### config.mk
export PLATFORM = sky130hd
export DESIGN_NAME = seq_divider_flat
export DESIGN_NICKNAME = d
export VERILOG_FILES = /design/src/rtl/seq_divider_pkg.sv /design/src/rtl/seq_divider_if.sv /design/src/rtl/seq_divider_sub_stage.sv /design/src/rtl/seq_divider.sv /design/src/flat_wrapper.sv
export SDC_FILE = /design/constraint.sdc
export NUM_CORES = 1
export LEC_CHECK = 0
export BUFFER_PORTS_ARGS = -buffer_cell sky130_fd_sc_hd__buf_2
export CORE_MARGIN = 5
export CORE_UTILIZATION = 49
export CTS_CLUSTER_DIAMETER = 150
export DETAILED_ROUTE_END_ITERATION = 12
export HOLD_SLACK_MARGIN = 0.08
export PLACE_DENSITY = 0.82
export SYNTH_ARGS = -nofsm -noshare
export SYNTH_HDL_FRONTEND = slang
export SYNTH_SLANG_ARGS = --single-unit
### constraint.sdc
create_clock -name Clock -period 2.8 [get_ports Clock]
set_input_delay 0.14 -clock Clock [delete_from_list [all_inputs] [get_ports Clock]]
set_output_delay 0.14 -clock Clock [all_outputs]
set_load 0.02 [all_outputs]
### src/rtl/seq_divider_pkg.sv
// Shared definitions for the sequential restoring divider: default operand
// width and FSM state encoding.
package seq_divider_pkg;

  localparam int DEFAULT_WIDTH = 4;

  // Encoding 2'd3 is unused; the FSM steers it back to IDLE.
  typedef enum logic [1:0] {
    IDLE = 2'd0,
    CALC = 2'd1,
    DONE = 2'd2
  } state_t;

endpackage

### src/rtl/seq_divider_if.sv
// Start/done handshake plus operand and result buses of the divider.
// The sequencer (master) drives the request and operands; the divider
// (slave) returns status and results.
interface seq_divider_if
  import seq_divider_pkg::*;
#(
  parameter int WIDTH = DEFAULT_WIDTH
);

  logic             start;
  logic [WIDTH-1:0] dividend;
  logic [WIDTH-1:0] divisor;
  logic             busy;
  logic             done;
  logic [WIDTH-1:0] quotient;
  logic [WIDTH-1:0] remainder;
  logic             div_by_zero;

  modport master (
    output start, dividend, divisor,
    input  busy, done, quotient, remainder, div_by_zero
  );

  modport slave (
    input  start, dividend, divisor,
    output busy, done, quotient, remainder, div_by_zero
  );

endinterface

### src/rtl/seq_divider_sub_stage.sv
// Trial-subtraction stage: T = A - {1'b0, M} in WIDTH+1 bits, built as a
// ripple of full-adder cells adding the inverted divisor with carry-in 1.
// o_neg is the sign of T: high means the subtraction borrowed.
module seq_divider_sub_stage
  import seq_divider_pkg::*;
#(
  parameter int WIDTH = DEFAULT_WIDTH
) (
  input  logic [WIDTH:0]   i_a,
  input  logic [WIDTH-1:0] i_m,
  output logic [WIDTH:0]   o_t,
  output logic             o_neg
);

  logic [WIDTH:0] w_m_inv;
  logic [WIDTH:0] w_carry;

  assign w_m_inv    = ~{1'b0, i_m};
  assign w_carry[0] = 1'b1;

  // The carry out of the top cell is not needed: the sign bit carries the borrow.
  generate
    for (genvar gi = 0; gi <= WIDTH; gi++) begin : g_fa
      assign o_t[gi] = i_a[gi] ^ w_m_inv[gi] ^ w_carry[gi];
      if (gi < WIDTH) begin : g_carry
        assign w_carry[gi+1] = (i_a[gi] & w_m_inv[gi]) |
                               (w_carry[gi] & (i_a[gi] ^ w_m_inv[gi]));
      end
    end
  endgenerate

  assign o_neg = o_t[WIDTH];

endmodule

### src/rtl/seq_divider.sv
// Sequential restoring divider: unsigned shift-and-subtract, one quotient
// bit per clock. Start pulse in, one-cycle done pulse out. A zero divisor
// skips the computation and reports all-ones quotient, dividend remainder.
module seq_divider
  import seq_divider_pkg::*;
#(
  parameter int WIDTH = DEFAULT_WIDTH
) (
  input  logic         Clock,
  input  logic         Resetn,
  seq_divider_if.slave bus
);

  localparam int CW = $clog2(WIDTH + 1);

  state_t           r_state;
  state_t           w_state_next;
  logic [WIDTH:0]   r_a;
  logic [WIDTH-1:0] r_q;
  logic [WIDTH-1:0] r_m;
  logic [CW-1:0]    r_count;
  logic [WIDTH-1:0] r_quotient;
  logic [WIDTH-1:0] r_remainder;
  logic             r_dbz;

  logic             w_accept;
  logic             w_zero_div;
  logic             w_last;
  logic [WIDTH:0]   w_shift_a;
  logic [WIDTH:0]   w_t;
  logic             w_t_neg;
  logic             w_restore;
  logic [WIDTH:0]   w_a_next;
  logic [WIDTH-1:0] w_q_next;

  // Requests are only honoured when no division is in flight.
  assign w_accept   = bus.start && ((r_state == IDLE) || (r_state == DONE));
  assign w_zero_div = (bus.divisor == '0);
  assign w_last     = (r_count == CW'(1));

  // {A,Q} shifted left by one: the next dividend bit enters A.
  assign w_shift_a = {r_a[WIDTH-1:0], r_q[WIDTH-1]};

  seq_divider_sub_stage #(.WIDTH(WIDTH)) u_sub_stage (
    .i_a   (w_shift_a),
    .i_m   (r_m),
    .o_t   (w_t),
    .o_neg (w_t_neg)
  );

  // A partial remainder that had overflowed into A's top bit would always
  // exceed M, so that case never restores even if the truncated trial borrows.
  assign w_restore = w_t_neg & ~r_a[WIDTH];
  assign w_a_next  = w_restore ? w_shift_a : w_t;
  assign w_q_next  = {r_q[WIDTH-2:0], ~w_restore};

  // State register.
  always_ff @(posedge Clock or negedge Resetn) begin
    if (!Resetn) begin
      r_state <= IDLE;
    end else begin
      r_state <= w_state_next;
    end
  end

  // Next-state logic; DONE accepts a new start just like IDLE.
  always_comb begin
    w_state_next = r_state;
    case (r_state)
      IDLE: begin
        if (w_accept) begin
          w_state_next = w_zero_div ? DONE : CALC;
        end
      end
      CALC: begin
        if (w_last) begin
          w_state_next = DONE;
        end
      end
      DONE: begin
        if (w_accept) begin
          w_state_next = w_zero_div ? DONE : CALC;
        end else begin
          w_state_next = IDLE;
        end
      end
      default: w_state_next = IDLE;
    endcase
  end

  // Datapath: operand capture on accept, one restoring step per CALC cycle,
  // results latched on the last step and held until the next result.
  always_ff @(posedge Clock or negedge Resetn) begin
    if (!Resetn) begin
      r_a         <= '0;
      r_q         <= '0;
      r_m         <= '0;
      r_count     <= '0;
      r_quotient  <= '0;
      r_remainder <= '0;
      r_dbz       <= 1'b0;
    end else if (w_accept) begin
      if (w_zero_div) begin
        r_quotient  <= '1;
        r_remainder <= bus.dividend;
        r_dbz       <= 1'b1;
      end else begin
        r_a     <= '0;
        r_q     <= bus.dividend;
        r_m     <= bus.divisor;
        r_count <= CW'(WIDTH);
        r_dbz   <= 1'b0;
      end
    end else if (r_state == CALC) begin
      r_a     <= w_a_next;
      r_q     <= w_q_next;
      r_count <= r_count - CW'(1);
      if (w_last) begin
        r_quotient  <= w_q_next;
        r_remainder <= w_a_next[WIDTH-1:0];
      end
    end
  end

  assign bus.busy        = (r_state == CALC);
  assign bus.done        = (r_state == DONE);
  assign bus.quotient    = r_quotient;
  assign bus.remainder   = r_remainder;
  assign bus.div_by_zero = r_dbz;

endmodule

### src/flat_wrapper.sv
// flat-port wrapper written by rule: the top's interface ports become plain ports
module seq_divider_flat import seq_divider_pkg::*;
#(
  parameter int WIDTH = DEFAULT_WIDTH
)
  (Clock, Resetn, bus_start, bus_dividend, bus_divisor, bus_busy, bus_done, bus_quotient, bus_remainder, bus_div_by_zero);
  seq_divider_if #(.WIDTH(WIDTH)) bus_i ();
  input  logic Clock;
  input  logic Resetn;
  input wire logic [$bits(bus_i.start)-1:0] bus_start;
  input wire logic [$bits(bus_i.dividend)-1:0] bus_dividend;
  input wire logic [$bits(bus_i.divisor)-1:0] bus_divisor;
  output wire logic [$bits(bus_i.busy)-1:0] bus_busy;
  output wire logic [$bits(bus_i.done)-1:0] bus_done;
  output wire logic [$bits(bus_i.quotient)-1:0] bus_quotient;
  output wire logic [$bits(bus_i.remainder)-1:0] bus_remainder;
  output wire logic [$bits(bus_i.div_by_zero)-1:0] bus_div_by_zero;
  assign bus_i.start = bus_start;
  assign bus_i.dividend = bus_dividend;
  assign bus_i.divisor = bus_divisor;
  assign bus_busy = bus_i.busy;
  assign bus_done = bus_i.done;
  assign bus_quotient = bus_i.quotient;
  assign bus_remainder = bus_i.remainder;
  assign bus_div_by_zero = bus_i.div_by_zero;
  seq_divider #(.WIDTH(WIDTH)) u_core (.Clock(Clock), .Resetn(Resetn), .bus(bus_i));
endmodule
==> results of run 1 <==
-- cells in the mapped netlist, drive strengths merged --
| cell type | count |
|---|---|
| inv | 8 |
| xor2 | 1 |
| ha | 3 |
| nor2 | 8 |
| mux2i | 3 |
| buf | 5 |
| nand2 | 22 |
| nand3 | 6 |
| a211oi | 4 |
| a2bb2oi | 1 |
| nor2b | 3 |
| dfrtp | 27 |
| mux2 | 3 |
| nand2b | 2 |
| fa | 3 |
| and2 | 2 |
| nor3b | 1 |
| o31ai | 1 |
| o21ai | 16 |
| o22ai | 1 |
| nor4 | 1 |
| nor3 | 4 |
| a22oi | 3 |
| a21oi | 2 |
-- routing by layer --
layer | wire [um] | up-vias | part of all wire [%]
li1 | - | 497 | -
met1 | 1250 | 521 | 44
met2 | 1410 | 20 | 49
met3 | 110 | 9 | 3.9
met4 | 78 | 0 | 2.7
met5 | 0 | - | 0
-- metrics by stage --
step           hold slack (ns)  utilization, %
2_1_floorplan           -0.156               -
3_3_place_gp             0.165            54.7
3_5_place_dp             0.176            54.7
4_1_cts                 0.0848            57.1
5_1_grt                 0.0881            57.4
6_report                0.0850            57.4
-- tightest hold or removal path, delay by kind of cell --
family | cells | cell delay (ns)
buf+inv | 1 | 0.11
compound gates | 1 | 0.07
simple gates | 1 | 0.05
-- where the power goes --
| part | switching, uW | leakage, uW | internal (uW) | total [uW] |
|---|---|---|---|---|
| logic | 670 | 0.000375 | 545 | 1220 |
| clock network | 113 | 0.0000150 | 55.7 | 169 |
| registers | 134 | 0.000325 | 589 | 723 |
-- area by class of cell --
| class | count | area, um^2 |
|---|---|---|
| clock buffers | 4 | 26.3 |
| fillers | 234 | 1140 |
| inverters | 8 | 30.0 |
| multi-input cells | 90 | 608 |
| flip-flops and latches | 27 | 676 |
| well taps | 31 | 38.8 |
| repair buffers | 28 | 163 |
-- how the worst max path moves through the flow --
stage | start | to | slack (ns) | cells past startpoint
after global placement | u_core.r_q[3] | u_core.r_a[1] | 0.07 | 11
final | u_core.r_q[3] | u_core.bus.remainder[0] | 0.16 | 11
after global routing | u_core.r_q[3] | u_core.bus.remainder[0] | 0.02 | 11
after detailed placement | u_core.r_q[3] | u_core.r_a[1] | -0.09 | 11
after CTS | u_core.r_q[3] | u_core.bus.remainder[0] | 0.03 | 11
after floorplan | u_core.r_q[3] | u_core.bus.remainder[0] | 0.08 | 10
-- what timing repair did --
item                                    in CTS  in global routing
pin swaps                                    1                  1
buffers inserted                             2                  0
resized for setup                            1                  4
endpoints found under the setup margin       3                  8
hold buffers                                 2                  0
endpoints found under the hold margin       28                  0
-- cell families after synthesis --
group / Yosys count / synth area share, %
buffers and inverters: 13 / 4.78
adder cells (fa/ha/maj): 6 / 7.30
AO/OA/AOI/OAI: 28 / 13.9
flip-flops: 27 / 50.6
XOR/XNOR: 1 / 0.656
multiplexers: 6 / 5.06
AND/OR/NAND/NOR: 49 / 17.8
-- sequential cells by signal, indices dropped and copies added (netlist names) --
register                count
u_core.bus.quotient         4
u_core.r_a                  5
u_core.r_count              3
u_core.r_m                  4
u_core.bus.div_by_zero      1
u_core.r_q                  4
u_core.r_state              2
u_core.bus.remainder        4
==> results.sh, run 1 <==
export IMPL_status="finished clean"
export IMPL_syn_avg_cell_area_um2=10.3
export IMPL_start_kind="flip-flop"
export IMPL_hp_start="bus_divisor[3]"
export IMPL_clk_latency_ns=0.32
export IMPL_syn_area_um2=1340
export IMPL_dr_pass1_iters=4
export IMPL_worst_ep_arrival_time_ns=2.89
export IMPL_drc=0
export IMPL_grtUsageTotal_pct=16.6
export IMPL_postRouteAntennaNets=0
export IMPL_layout_common_cells="27 x dfrtp_1, 22 x nand2_1, 21 x buf_2"
export IMPL_slew_headroom_pct=59.6
export IMPL_die_h_um=62.2
export IMPL_cts_buffers=3
export IMPL_cts_path_max_buffers=2
export IMPL_h_tree_depth=1
export IMPL_cts_tree="yes"
export IMPL_crit_buf_inv=3
export IMPL_hold_path_end="u_core.r_m[3]"
export IMPL_setup_tns_ns=0
export IMPL_path_max_fanout=3
export IMPL_crit_slowest_cell="dfrtp_1"
export IMPL_crit_path_end_kind="flip-flop"
export IMPL_diodes=0
export IMPL_slowest_delay_ns=0.41
export IMPL_critical_path_class="flip-flop to flip-flop"
export IMPL_grt_pass1_vias=1129
export IMPL_syn_to_final_growth_pct=15.4
export IMPL_dieWidth_um=62.2
export IMPL_row_count=19
export IMPL_clkSinkCount=27
export IMPL_initial_utilization_pct=49.7
export IMPL_r2r_setup_slack_ns=0.16
export IMPL_p_total_uw=2110
export IMPL_wirelength_um=2840
export IMPL_port_buffers=21
export IMPL_busiest_layer="met2"
export IMPL_p_leak_uw=0.000714
export IMPL_fin_crit_ns=2.64
export IMPL_peakVddDrop_mv=0.821
export IMPL_hold_path_depth=3
export IMPL_cts_root_buf="clkbuf_4"
export IMPL_synth_top_area_cell="dfrtp_1"
export IMPL_post_route_period_util_pct=94.4
export IMPL_skew_ns=0.00616
export IMPL_drt_vias_per_instance=5.57
export IMPL_mostFrequentLayoutCell="dfrtp_1"
export IMPL_drt_iter0_drc=35
export IMPL_dp_slack_ns=-0.0924
export IMPL_pin_count=22
export IMPL_grt_met2_usage_pct=24.9
export IMPL_yosys_warnings=0
export IMPL_dpl_instance_area_um2=1470
export IMPL_netlist_top_cells_area="dfrtp_1 51%, nand2_1 6.2%, fa_1 4.5%"
export IMPL_dieArea_um2=3870
export IMPL_fmax_mhz=378
export IMPL_num_vias=1047
export IMPL_reg2reg_from="u_core.r_q[3]"
export IMPL_nNetsFinal=175
export IMPL_cp_top_family="adder cells"
export IMPL_finalInstanceArea_um2=1540
export IMPL_powerDensity_nw_per_um2=1370
export IMPL_drive_gt1_share_pct=28.0
export IMPL_wl_per_cell_um=15.1
export IMPL_final_cell_count_no_fill=188
export IMPL_finalSetupViolCount=0
export IMPL_grt_max_degree=28
export IMPL_max_cap_violations=0
export IMPL_timing_critical_path_mode_cell="fa_2"
export IMPL_hold_viol=0
export IMPL_gr_total_overflow=0
export IMPL_synth_seq_area_share_pct=50.6
export IMPL_required_ns=3.04
export IMPL_rsz0062_at_grt="false"
export IMPL_syn_num_nets=147
export IMPL_setup_slack_ns=0.156
export IMPL_place_congestion=0.827
export IMPL_dp_hpwl_um=2070
export IMPL_r2r_cells=11
export IMPL_reg2reg_to="u_core.bus.remainder[0]"
export IMPL_syn_inst=130
export IMPL_synth_top_area_share_pct=50.6
export IMPL_worst_pin_slew_ns=0.606
export IMPL_clkTransAtPathRegs_ns=0.14
export IMPL_cp_cell_sequence="inv_2 > ha_1 > inv_1 > fa_2 > fa_2 > fa_2 > xor2_1 > nor2_2 > buf_4 > mux2_4 > a211oi_2"
export IMPL_synth_cell_types=30
export IMPL_core_um2=2690
export IMPL_met3_usage_pct=3.78
export IMPL_min_path_type="input pin to flip-flop"
export IMPL_dp_cells=180
export IMPL_drv_slew=0
export IMPL_antenna_found_initial=0
export IMPL_grt_pass1_wl_um=5240
export IMPL_gr_usage_met1_pct=22.1
export IMPL_synth_seq_cells=27
(Power assumes the default switching activity.)
==> inputs of run 2 (changes only) <==
Settings changed: CORE_UTILIZATION 49 to 45, PLACE_DENSITY 0.82 to 0.77, TNS_END_PERCENT set to 10.
==> results.sh, run 2 (synthesis results as in run 1) <==
export IMPL_status="finished clean"
export IMPL_post_route_period_util_pct=96.7
export IMPL_grtUsageTotal_pct=16.1
export IMPL_cts_tree="yes"
export IMPL_nNetsFinal=175
export IMPL_syn_to_final_growth_pct=18.8
export IMPL_num_vias=1061
export IMPL_mostFrequentLayoutCell="dfrtp_1"
export IMPL_wl_per_cell_um=16.4
export IMPL_fin_crit_ns=2.71
export IMPL_crit_path_start="u_core.r_q[3]"
export IMPL_setup_slack_ns=0.0930
export IMPL_slew_headroom_pct=60.3
export IMPL_drt_iter0_drc=35
export IMPL_peakVddDrop_mv=0.799
export IMPL_dp_cells=180
export IMPL_drt_vias_per_instance=5.64
export IMPL_critical_path_class="flip-flop to flip-flop"
export IMPL_fmax_mhz=369
export IMPL_dr_pass1_iters=4
export IMPL_dieWidth_um=64.5
export IMPL_diodes=0
export IMPL_layout_common_cells="27 x dfrtp_1, 22 x nand2_1, 21 x buf_2"
export IMPL_die_h_um=64.5
export IMPL_n_fill_cell=244
export IMPL_path_max_fanout=4
export IMPL_pin_count=22
export IMPL_postRouteAntennaNets=0
export IMPL_required_ns=3.01
export IMPL_largest_register="u_core.r_a"
export IMPL_drive_gt1_share_pct=28.7
export IMPL_dp_hpwl_um=2210
export IMPL_clkTransAtPathRegs_ns=0.14
export IMPL_rsz0062_at_grt="true"
export IMPL_hold_viol=0
export IMPL_worst_ep_arrival_time_ns=2.91
export IMPL_register_area_um2=676
export IMPL_powerDensity_nw_per_um2=1460
export IMPL_place_congestion=0.812
export IMPL_cts_buffers=3
export IMPL_r2r_cells=11
export IMPL_cts_root_buf="clkbuf_4"
export IMPL_clk_latency_ns=0.32
export IMPL_gr_total_overflow=0
export IMPL_core_um2=2810
export IMPL_grt_pass1_vias=1108
export IMPL_largest_register_ffs=5
export IMPL_finalSetupViolCount=0
export IMPL_r2r_setup_slack_ns=0.09
export IMPL_grt_pass1_wl_um=5310
export IMPL_min_path_type="input pin to flip-flop"
export IMPL_reg2reg_to="u_core.bus.remainder[1]"
export IMPL_p_leak_uw=0.000716
export IMPL_cts_path_max_buffers=2
export IMPL_multi_input_area_um2=646
export IMPL_reg2reg_from="u_core.r_q[3]"
export IMPL_holdWs_ns=0.123
export IMPL_dp_slack_ns=-0.138
export IMPL_grt_max_degree=28
export IMPL_crit_end="u_core.bus.remainder[1]"
export IMPL_dieArea_um2=4160
export IMPL_antenna_found_initial=0
export IMPL_worst_pin_slew_ns=0.595
export IMPL_final_cell_count_no_fill=188
export IMPL_drv_slew=0
export IMPL_initial_utilization_pct=47.6
export IMPL_crit_path_end_kind="flip-flop"
export IMPL_hp_start="bus_divisor[3]"
export IMPL_skew_ns=0.000892
export IMPL_post_cts_setup_buffer_count=0
export IMPL_wirelength_um=3080
export IMPL_h_tree_depth=1
export IMPL_start_kind="flip-flop"
export IMPL_max_cap_violations=0
export IMPL_clkSinkCount=27
export IMPL_drc=0
export IMPL_row_count=19
export IMPL_port_buffers=21
-- run 2: changes by cell type in the layout (fill, tap and decap cells not counted), sizes merged --
cell	change
buf	-2
dlygate4sd3	+2
-- run 2: per-stage QoR --
| stage | area, um^2 | utilization [%] | TNS [ns] | power, uW |
|---|---|---|---|---|
| finish | 1590 | 56.6 | 0 | 2310 |
| global route | 1590 | 56.6 | -0.0386 | 2490 |
| CTS | 1560 | 55.7 | 0 | 2250 |
| detailed placement | 1470 | 52.4 | -0.462 | 1860 |
| global placement | 1470 | 52.4 | 0 | 1800 |
| floorplan | 1340 | - | 0 | 1530 |
-- run 2: report_power, final --
group,switching [uW],total [uW],internal [uW],leakage (uW)
logic,756,1400,648,0.000377
clock network,113,169,55.8,0.0000150
registers,151,740,589,0.000325
-- run 2: how the worst min path moves through the flow --
| stage | end | slack [ns] | cells past startpoint |
|---|---|---|---|
| global route | u_core.bus.remainder[3] | 0.11 | 3 |
| detailed placement | u_core.r_a[3] | 0.18 | 1 |
| finish | u_core.r_m[3] | 0.12 | 3 |
| floorplan | u_core.bus.div_by_zero | -0.16 | 0 |
| global placement | u_core.r_a[4] | 0.17 | 1 |
| CTS | u_core.r_m[0] | 0.09 | 2 |
-- run 2: critical path, cell delays in order (launching register included) --
cell	delay, ns
dfrtp_1	0.42
inv_2	0.07
ha_1	0.14
inv_1	0.06
fa_2	0.34
fa_2	0.34
fa_2	0.35
xor2_1	0.16
nor2_2	0.17
buf_6	0.18
mux2i_4	0.26
a211oi_2	0.09
-- run 2: cell type report --
type | instances | area share (%)
sequential | 27 | 42.6
tap | 31 | 2.44
inverter | 8 | 1.89
multi-input combinational | 90 | 40.7
timing repair buffer | 28 | 10.8
clock buffer | 4 | 1.65
-- run 2: repair_timing --
action | in CTS | in global routing
pin swaps | 1 | 1
hold endpoints to repair | 29 | 1
gates resized for setup | 9 | 6
hold buffers | 3 | 1
cloned | 0 | 0
setup endpoints to repair | 6 | 7
-- run 2: per-layer routing --
layer  GRT usage [%]  vias up  wire length, um
met2            26.0       37             1510
li1                -      496                -
met5               0        -                0
met3            2.25        4              171
met1            22.2      524             1380
met4            6.07        0               18
